===== src/rtl/mkio_pkg.sv =====
// rtl/mkio_pkg.sv - shared types and command-word layout for the MKIO receive writer
package mkio_pkg;

  typedef enum logic {
    ST_IDLE = 1'b0,
    ST_RECV = 1'b1
  } state_e;

  typedef enum logic [1:0] {
    ERR_NONE   = 2'd0,
    ERR_PARITY = 2'd1,
    ERR_CMD    = 2'd2,
    ERR_GAP    = 2'd3
  } err_code_e;

  // Command word layout: RT address, T/R bit, subaddress, word count
  localparam int CMD_RT_HI  = 15;
  localparam int CMD_RT_LO  = 11;
  localparam int CMD_TR_BIT = 10;
  localparam int CMD_SA_HI  = 9;
  localparam int CMD_SA_LO  = 5;
  localparam int CMD_WC_HI  = 4;
  localparam int CMD_WC_LO  = 0;

  localparam logic [4:0] BROADCAST_ADDR = 5'd31;

  // Subaddresses 0 and 31 carry mode codes, which this block does not handle
  localparam logic [4:0] MODE_SA_LO = 5'd0;
  localparam logic [4:0] MODE_SA_HI = 5'd31;

  // A word count field of zero stands for a full 32-word message
  function automatic logic [5:0] wc_to_target(input logic [4:0] wc);
    return (wc == 5'd0) ? 6'd32 : {1'b0, wc};
  endfunction

endpackage


===== src/rtl/mkio_gap_timer.sv =====
// rtl/mkio_gap_timer.sv - counts idle clocks between data words of a message
module mkio_gap_timer #(
  parameter int GAP_CYCLES = 400
) (
  input  logic clock,
  input  logic reset,
  input  logic clear,
  input  logic enable,
  output logic expired
);

  localparam int CW = $clog2(GAP_CYCLES + 1);

  logic [CW-1:0] r_cnt;

  // expired marks the clock that completes GAP_CYCLES consecutive idle clocks
  assign expired = enable && !clear && (r_cnt == CW'(GAP_CYCLES - 1));

  // Idle-clock counter; any clear restarts the window
  always_ff @(posedge clock) begin
    if (reset || clear) begin
      r_cnt <= '0;
    end else if (enable && !expired) begin
      r_cnt <= r_cnt + CW'(1);
    end
  end

endmodule


===== src/rtl/mkio_rx_writer.sv =====
// rtl/mkio_rx_writer.sv - accepts receive commands and writes following data words to subaddress memory
module mkio_rx_writer
  import mkio_pkg::*;
#(
  parameter int DATA_WIDTH = 16,
  parameter int ADDR_WIDTH = 5,
  parameter int GAP_CYCLES = 400
) (
  input  logic                  clock,
  input  logic                  reset,
  input  logic [4:0]            rt_addr,
  input  logic                  word_valid,
  input  logic [DATA_WIDTH-1:0] word_data,
  input  logic                  word_is_cmd,
  input  logic                  word_par_err,
  output logic [DATA_WIDTH-1:0] mem_data,
  output logic [ADDR_WIDTH-1:0] mem_addr,
  output logic                  mem_we,
  output logic [4:0]            sub_addr,
  output logic                  rx_busy,
  output logic                  msg_done,
  output logic                  msg_err,
  output logic [1:0]            err_code
);

  state_e                r_state;
  err_code_e             r_err_code;
  logic [DATA_WIDTH-1:0] r_mem_data;
  logic [ADDR_WIDTH-1:0] r_mem_addr;
  logic                  r_mem_we;
  logic [4:0]            r_sub_addr;
  logic                  r_rx_busy;
  logic                  r_msg_done;
  logic                  r_msg_err;
  logic [5:0]            r_index;
  logic [5:0]            r_target;

  logic [4:0] w_rt;
  logic       w_tr;
  logic [4:0] w_sa;
  logic [4:0] w_wc;
  logic       w_cmd_ok;
  logic [5:0] w_index_next;
  logic       w_gap_clear;
  logic       w_gap_enable;
  logic       w_gap_expired;

  assign w_rt = word_data[CMD_RT_HI:CMD_RT_LO];
  assign w_tr = word_data[CMD_TR_BIT];
  assign w_sa = word_data[CMD_SA_HI:CMD_SA_LO];
  assign w_wc = word_data[CMD_WC_HI:CMD_WC_LO];

  // A clean receive command for this terminal (or broadcast) to a data subaddress
  assign w_cmd_ok = word_valid && word_is_cmd && !word_par_err
                 && ((w_rt == rt_addr) || (w_rt == BROADCAST_ADDR))
                 && !w_tr
                 && (w_sa != MODE_SA_LO) && (w_sa != MODE_SA_HI);

  assign w_index_next = r_index + 6'd1;

  // The gap window only runs while receiving and restarts on every word
  assign w_gap_enable = (r_state == ST_RECV);
  assign w_gap_clear  = word_valid || (r_state != ST_RECV);

  mkio_gap_timer #(
    .GAP_CYCLES(GAP_CYCLES)
  ) u_gap_timer (
    .clock  (clock),
    .reset  (reset),
    .clear  (w_gap_clear),
    .enable (w_gap_enable),
    .expired(w_gap_expired)
  );

  assign mem_data = r_mem_data;
  assign mem_addr = r_mem_addr;
  assign mem_we   = r_mem_we;
  assign sub_addr = r_sub_addr;
  assign rx_busy  = r_rx_busy;
  assign msg_done = r_msg_done;
  assign msg_err  = r_msg_err;
  assign err_code = r_err_code;

  // Receive FSM with registered memory write port and status pulses
  always_ff @(posedge clock) begin
    if (reset) begin
      r_state    <= ST_IDLE;
      r_err_code <= ERR_NONE;
      r_mem_data <= '0;
      r_mem_addr <= '0;
      r_mem_we   <= 1'b0;
      r_sub_addr <= '0;
      r_rx_busy  <= 1'b0;
      r_msg_done <= 1'b0;
      r_msg_err  <= 1'b0;
      r_index    <= '0;
      r_target   <= '0;
    end else begin
      r_mem_we   <= 1'b0;
      r_msg_done <= 1'b0;
      r_msg_err  <= 1'b0;
      unique case (r_state)
        ST_IDLE: begin
          if (w_cmd_ok) begin
            r_sub_addr <= w_sa;
            r_target   <= wc_to_target(w_wc);
            r_index    <= '0;
            r_state    <= ST_RECV;
            r_rx_busy  <= 1'b1;
          end
        end
        ST_RECV: begin
          if (word_valid) begin
            if (word_par_err) begin
              r_msg_err  <= 1'b1;
              r_err_code <= ERR_PARITY;
              r_state    <= ST_IDLE;
              r_rx_busy  <= 1'b0;
            end else if (word_is_cmd) begin
              // The interrupting command aborts this message and may open the next one
              r_msg_err  <= 1'b1;
              r_err_code <= ERR_CMD;
              if (w_cmd_ok) begin
                r_sub_addr <= w_sa;
                r_target   <= wc_to_target(w_wc);
                r_index    <= '0;
                r_state    <= ST_RECV;
                r_rx_busy  <= 1'b1;
              end else begin
                r_state    <= ST_IDLE;
                r_rx_busy  <= 1'b0;
              end
            end else begin
              r_mem_we   <= 1'b1;
              r_mem_addr <= ADDR_WIDTH'(r_index[4:0]);
              r_mem_data <= word_data;
              r_index    <= w_index_next;
              if (w_index_next == r_target) begin
                r_msg_done <= 1'b1;
                r_state    <= ST_IDLE;
                r_rx_busy  <= 1'b0;
              end
            end
          end else if (w_gap_expired) begin
            r_msg_err  <= 1'b1;
            r_err_code <= ERR_GAP;
            r_state    <= ST_IDLE;
            r_rx_busy  <= 1'b0;
          end
        end
        default: begin
          r_state   <= ST_IDLE;
          r_rx_busy <= 1'b0;
        end
      endcase
    end
  end

endmodule


===== config.mk =====
export PLATFORM = sky130hd
export DESIGN_NAME = mkio_rx_writer
export DESIGN_NICKNAME = d
export VERILOG_FILES = /design/src/rtl/mkio_pkg.sv /design/src/rtl/mkio_gap_timer.sv /design/src/rtl/mkio_rx_writer.sv
export SDC_FILE = /design/constraint.sdc
export NUM_CORES = 1
export LEC_CHECK = 0
export CAP_MARGIN = 20
export CORE_AREA = 2 2 81 75
export CTS_CLUSTER_DIAMETER = 50
export DETAILED_ROUTE_END_ITERATION = 16
export DIE_AREA = 0 0 83 77
export PLACE_DENSITY = 0.74
export SLEW_MARGIN = 5
export SYNTH_ARGS = -nofsm -noshare
export SYNTH_HDL_FRONTEND = slang
export SYNTH_HIERARCHICAL = 1
export SYNTH_SLANG_ARGS = --single-unit

===== constraint.sdc =====
create_clock -name clock -period 1.8 [get_ports clock]
set_input_delay 0.36 -clock clock [delete_from_list [all_inputs] [get_ports clock]]
set_output_delay 0.36 -clock clock [all_outputs]
set_load 0.01 [all_outputs]

==> flow_metrics.env <==
export IMPL_hold_viol=0
export IMPL_vias_per_cell=5.17
export IMPL_antenna_cells=0
export IMPL_place_inst=428
export IMPL_cp_required_ps=2040
export IMPL_path_buf_inv=1
export IMPL_netlist_instances=279
export IMPL_worstSetupPathType="primary input to flop"
export IMPL_row_count=26
export IMPL_dp_hpwl_um=4340
export IMPL_syn_num_nets=307
export IMPL_start_kind="primary input"
export IMPL_finalSetupViolations=0
export IMPL_path_cells="clkdlybuf4s50_1, xnor2_1, nand3_1, o31ai_4, o211ai_4, or3_1, a21oi_1"
export IMPL_crit_slowest_cell="clkdlybuf4s50_1"
export IMPL_critical_path_top_delay_family="compound AO/OA/AOI/OAI gates"
export IMPL_syn2layout_area_growth_pct=45.7
export IMPL_post_drt_wl_per_cell_um=13.7
export IMPL_ant_nets=0
export IMPL_dieHeight_um=77
export IMPL_stdcell_count=437
export IMPL_status="finished, final reports clean"
export IMPL_p_int_mw=1.70
export IMPL_rsz0062_at_grt="true"
export IMPL_synthXorXnorAreaFrac_pct=4.76
export IMPL_clockRootBuffer="clkbuf_8"
export IMPL_grt_pass1_wl_um=9870
export IMPL_grt_overflow=0
export IMPL_grt_pass1_vias=2185
export IMPL_portBuffers=57
export IMPL_numCtsBuffers=5
export IMPL_fp_coreArea_mm2=0.00556
export IMPL_cp_end_kind="flop"
export IMPL_antenna_found_initial=0
export IMPL_firstDrtPassIters=4
export IMPL_cts_tree="yes"
export IMPL_max_cap_viol_count=0
export IMPL_num_io_pins=58
export IMPL_die_width_um=83
export IMPL_layout_setup_ws_ps=78.6
export IMPL_slew_viol_final=0
export IMPL_pwr_share_clk_pct=37.5
export IMPL_drt_wl_total_um=5970
export IMPL_muxShareOfSynthArea_pct=5.02
export IMPL_grt_max_degree=46
export IMPL_drtIter0Drc=80
export IMPL_power_share_combinational_pct=7.1
export IMPL_switchingPower_mw=0.459
export IMPL_synthSimpleGateAreaFrac_pct=25.5
export IMPL_cts_clk_slew_worst_paths_ps=100
export IMPL_nets=394
export IMPL_synth_top_family_by_area="simple AND/OR/NAND/NOR gates"
export IMPL_max_freq_mhz=581
export IMPL_synth_edff_count=0
export IMPL_htreeDepth=2
export IMPL_finClkSkew_ps=10.5
export IMPL_p_seq_share_pct=55.3
export IMPL_syn_area_per_cell_um2=8.57
export IMPL_ys_ff_latch=54
export IMPL_synth_compound_area_share_pct=15.1
export IMPL_pre_cts_slack_ps=-367
export IMPL_period_share_pct=95.6
export IMPL_hold_path_class="primary input to flop"
export IMPL_p_leak_nw=1.33
export IMPL_ys_types=46
export IMPL_clock_sinks=54
export IMPL_gp_congestion=0.775
export IMPL_grt_use_total_pct=18.5
export IMPL_worst_pin_slew_ps=301
export IMPL_initial_core_util_pct=43.0
export IMPL_max_stage_delay_ps=490
export IMPL_synth_ff_type="dfxtp_1"
export IMPL_drive_gt1_share_pct=18.3
export IMPL_peakVddDrop_v=0.000369
export IMPL_clk_latency_ps=300
export IMPL_pwr_density_cell_mw_per_mm2=620
export IMPL_switching_share_pct=21.3
export IMPL_async_flop_share_pct=0
export IMPL_slew_headroom_pct=79.8
export IMPL_arrival_ps=1960
export IMPL_r2r_setup_slack_ps=130
export IMPL_vias=2260
export IMPL_yosys_area_share_adder_pct=1.05
export IMPL_clockBufferDepth=2
export IMPL_die_area_mm2=0.00639
export IMPL_period_needed_ps=1720
export IMPL_drc=0
export IMPL_yosysSeqAreaShare_pct=45.2
export IMPL_ys_warn_count=6
export IMPL_critPathMaxFanout=4
export IMPL_syn_area_mm2=0.00239
[flip-flops by register name, summed over array words and instances (netlist names)]
signal / count
err_code: 2
mem_addr: 5
mem_data: 16
mem_we: 1
msg_done: 1
msg_err: 1
r_index: 6
r_state: 1
r_target: 6
rx_busy: 1
sub_addr: 5
u_gap_timer/r_cnt: 9
[final timing paths]
| check | start | end | depth (start not counted) |
|---|---|---|---|
| worst min-delay path | word_valid | err_code[1]$_SDFFE_PP0P_ | 2 |
| worst max register to register | r_index[0]$_SDFFE_PP0P_ | r_state$_SDFF_PP0_ | 7 |
| worst max-delay path | rt_addr[2] | r_target[5]$_SDFFE_PP0P_ | 7 |
| worst min register to register | mem_addr[0]$_SDFFE_PP0P_ | mem_addr[0]$_SDFFE_PP0P_ | 2 |
[worst register-to-register path: cells and delay by family, from the launching register on]
| kind | cells | cell delay (ps) |
|---|---|---|
| adders and majority gates | 1 | 230 |
| DFF | 1 | 330 |
| and+or+nand+nor | 3 | 400 |
| AOI/OAI and AO/OA | 3 | 640 |
[final cells by class]
class | count | area (um2)
flip-flops and latches | 54 | 1080
well taps | 70 | 87.6
inverters | 3 | 11.3
fillers | 456 | 2080
repair buffers | 95 | 910
clock buffers | 7 | 76.3
multi-input cells | 207 | 1290
clock inverters | 1 | 30.0
[cell families (layout without fill, tap and decap cells)]
logic type | Yosys count | count (layout)
DFF | 54 | 54
AOI/OAI and AO/OA | 56 | 56
muxes | 12 | 12
xor gates and xnor gates | 13 | 13
and+or+nand+nor | 124 | 124
adders and majority gates | 2 | 2
buffers and inverters | 18 | 106
[cells in the final DEF (no fill, tap or decap), types with 3 or more instances in the layout]
cell | netlist | layout
a21oi_1 | 31 | 31
a31oi_1 | 5 | 5
buf_12 | 0 | 3
buf_4 | 0 | 33
clkbuf_8 | 0 | 5
clkdlybuf4s50_1 | 0 | 49
dfxtp_1 | 54 | 53
dlygate4sd2_1 | 0 | 3
dlymetal6s2s_1 | 0 | 5
inv_1 | 3 | 3
mux2i_1 | 12 | 12
nand2_1 | 58 | 58
nand3_1 | 9 | 9
nor2_1 | 23 | 23
nor3_1 | 5 | 4
o21ai_0 | 5 | 4
or3_1 | 7 | 6
xnor2_1 | 10 | 10
xor2_1 | 3 | 3
[repair_timing]
action,4_1_cts,5_1_grt
resized for setup,8,12
endpoints found under the setup margin,7,19
hold buffers,0,0
pin swaps,5,10
gates cloned,0,0
setup buffers,0,1
[power groups by stage]
stage / sequential [mW] / combinational [mW] / clock, mW
after global routing: 1.20 / 0.164 / 0.858
after detailed placement: 1.22 / 0.150 / 0
after floorplan: 1.22 / 0.0386 / 0
after global placement: 1.22 / 0.149 / 0
after CTS: 1.20 / 0.150 / 0.815
final: 1.20 / 0.154 / 0.810
[Yosys cell counts, types with 2 or more instances]
cell type	number	area [um2]
a21oi_1	31	155
a311oi_1	3	26.3
a31oi_1	5	31.3
and2_1	2	12.5
and3_1	2	12.5
clkbuf_1	12	45.0
dfxtp_1	54	1080
ha_1	2	25.0
inv_1	3	11.3
mux2i_1	12	120
nand2_1	58	218
nand2b_1	3	18.8
nand3_1	9	45.0
nand4_1	2	12.5
nand4_2	2	25.0
nor2_1	23	86.3
nor3_1	5	25.0
o21ai_0	5	25.0
or2_2	2	12.5
or3_1	7	43.8
xnor2_1	10	87.6
xor2_1	3	26.3
[layer usage]
| metal | part of all wire, % | GRT usage, % | vias to the layer above |
|---|---|---|---|
| li1 | - | - | 1140 |
| met2 | 47 | 29.9 | 60 |
| met3 | 6.0 | 5.71 | 9 |
| met1 | 45 | 23.4 | 1051 |
| met4 | 1.3 | 6.56 | 0 |
| met5 | 0 | 0 | - |
[through the flow]
stage / util (%) / area, um2 / TNS [ps] / total power, mW / hold slack [ps]
2_1_floorplan: - / 2390 / 0 / 1.26 / 449
3_3_place_gp: 59.3 / 3300 / -11800 / 1.37 / 441
3_5_place_dp: 59.3 / 3300 / -13270 / 1.37 / 448
4_1_cts: 61.6 / 3430 / 0 / 2.16 / 461
5_1_grt: 62.6 / 3480 / -98.3 / 2.22 / 341
6_report: 62.6 / 3480 / 0 / 2.16 / 332
No activity file was read; power rests on OpenSTA's default activity.
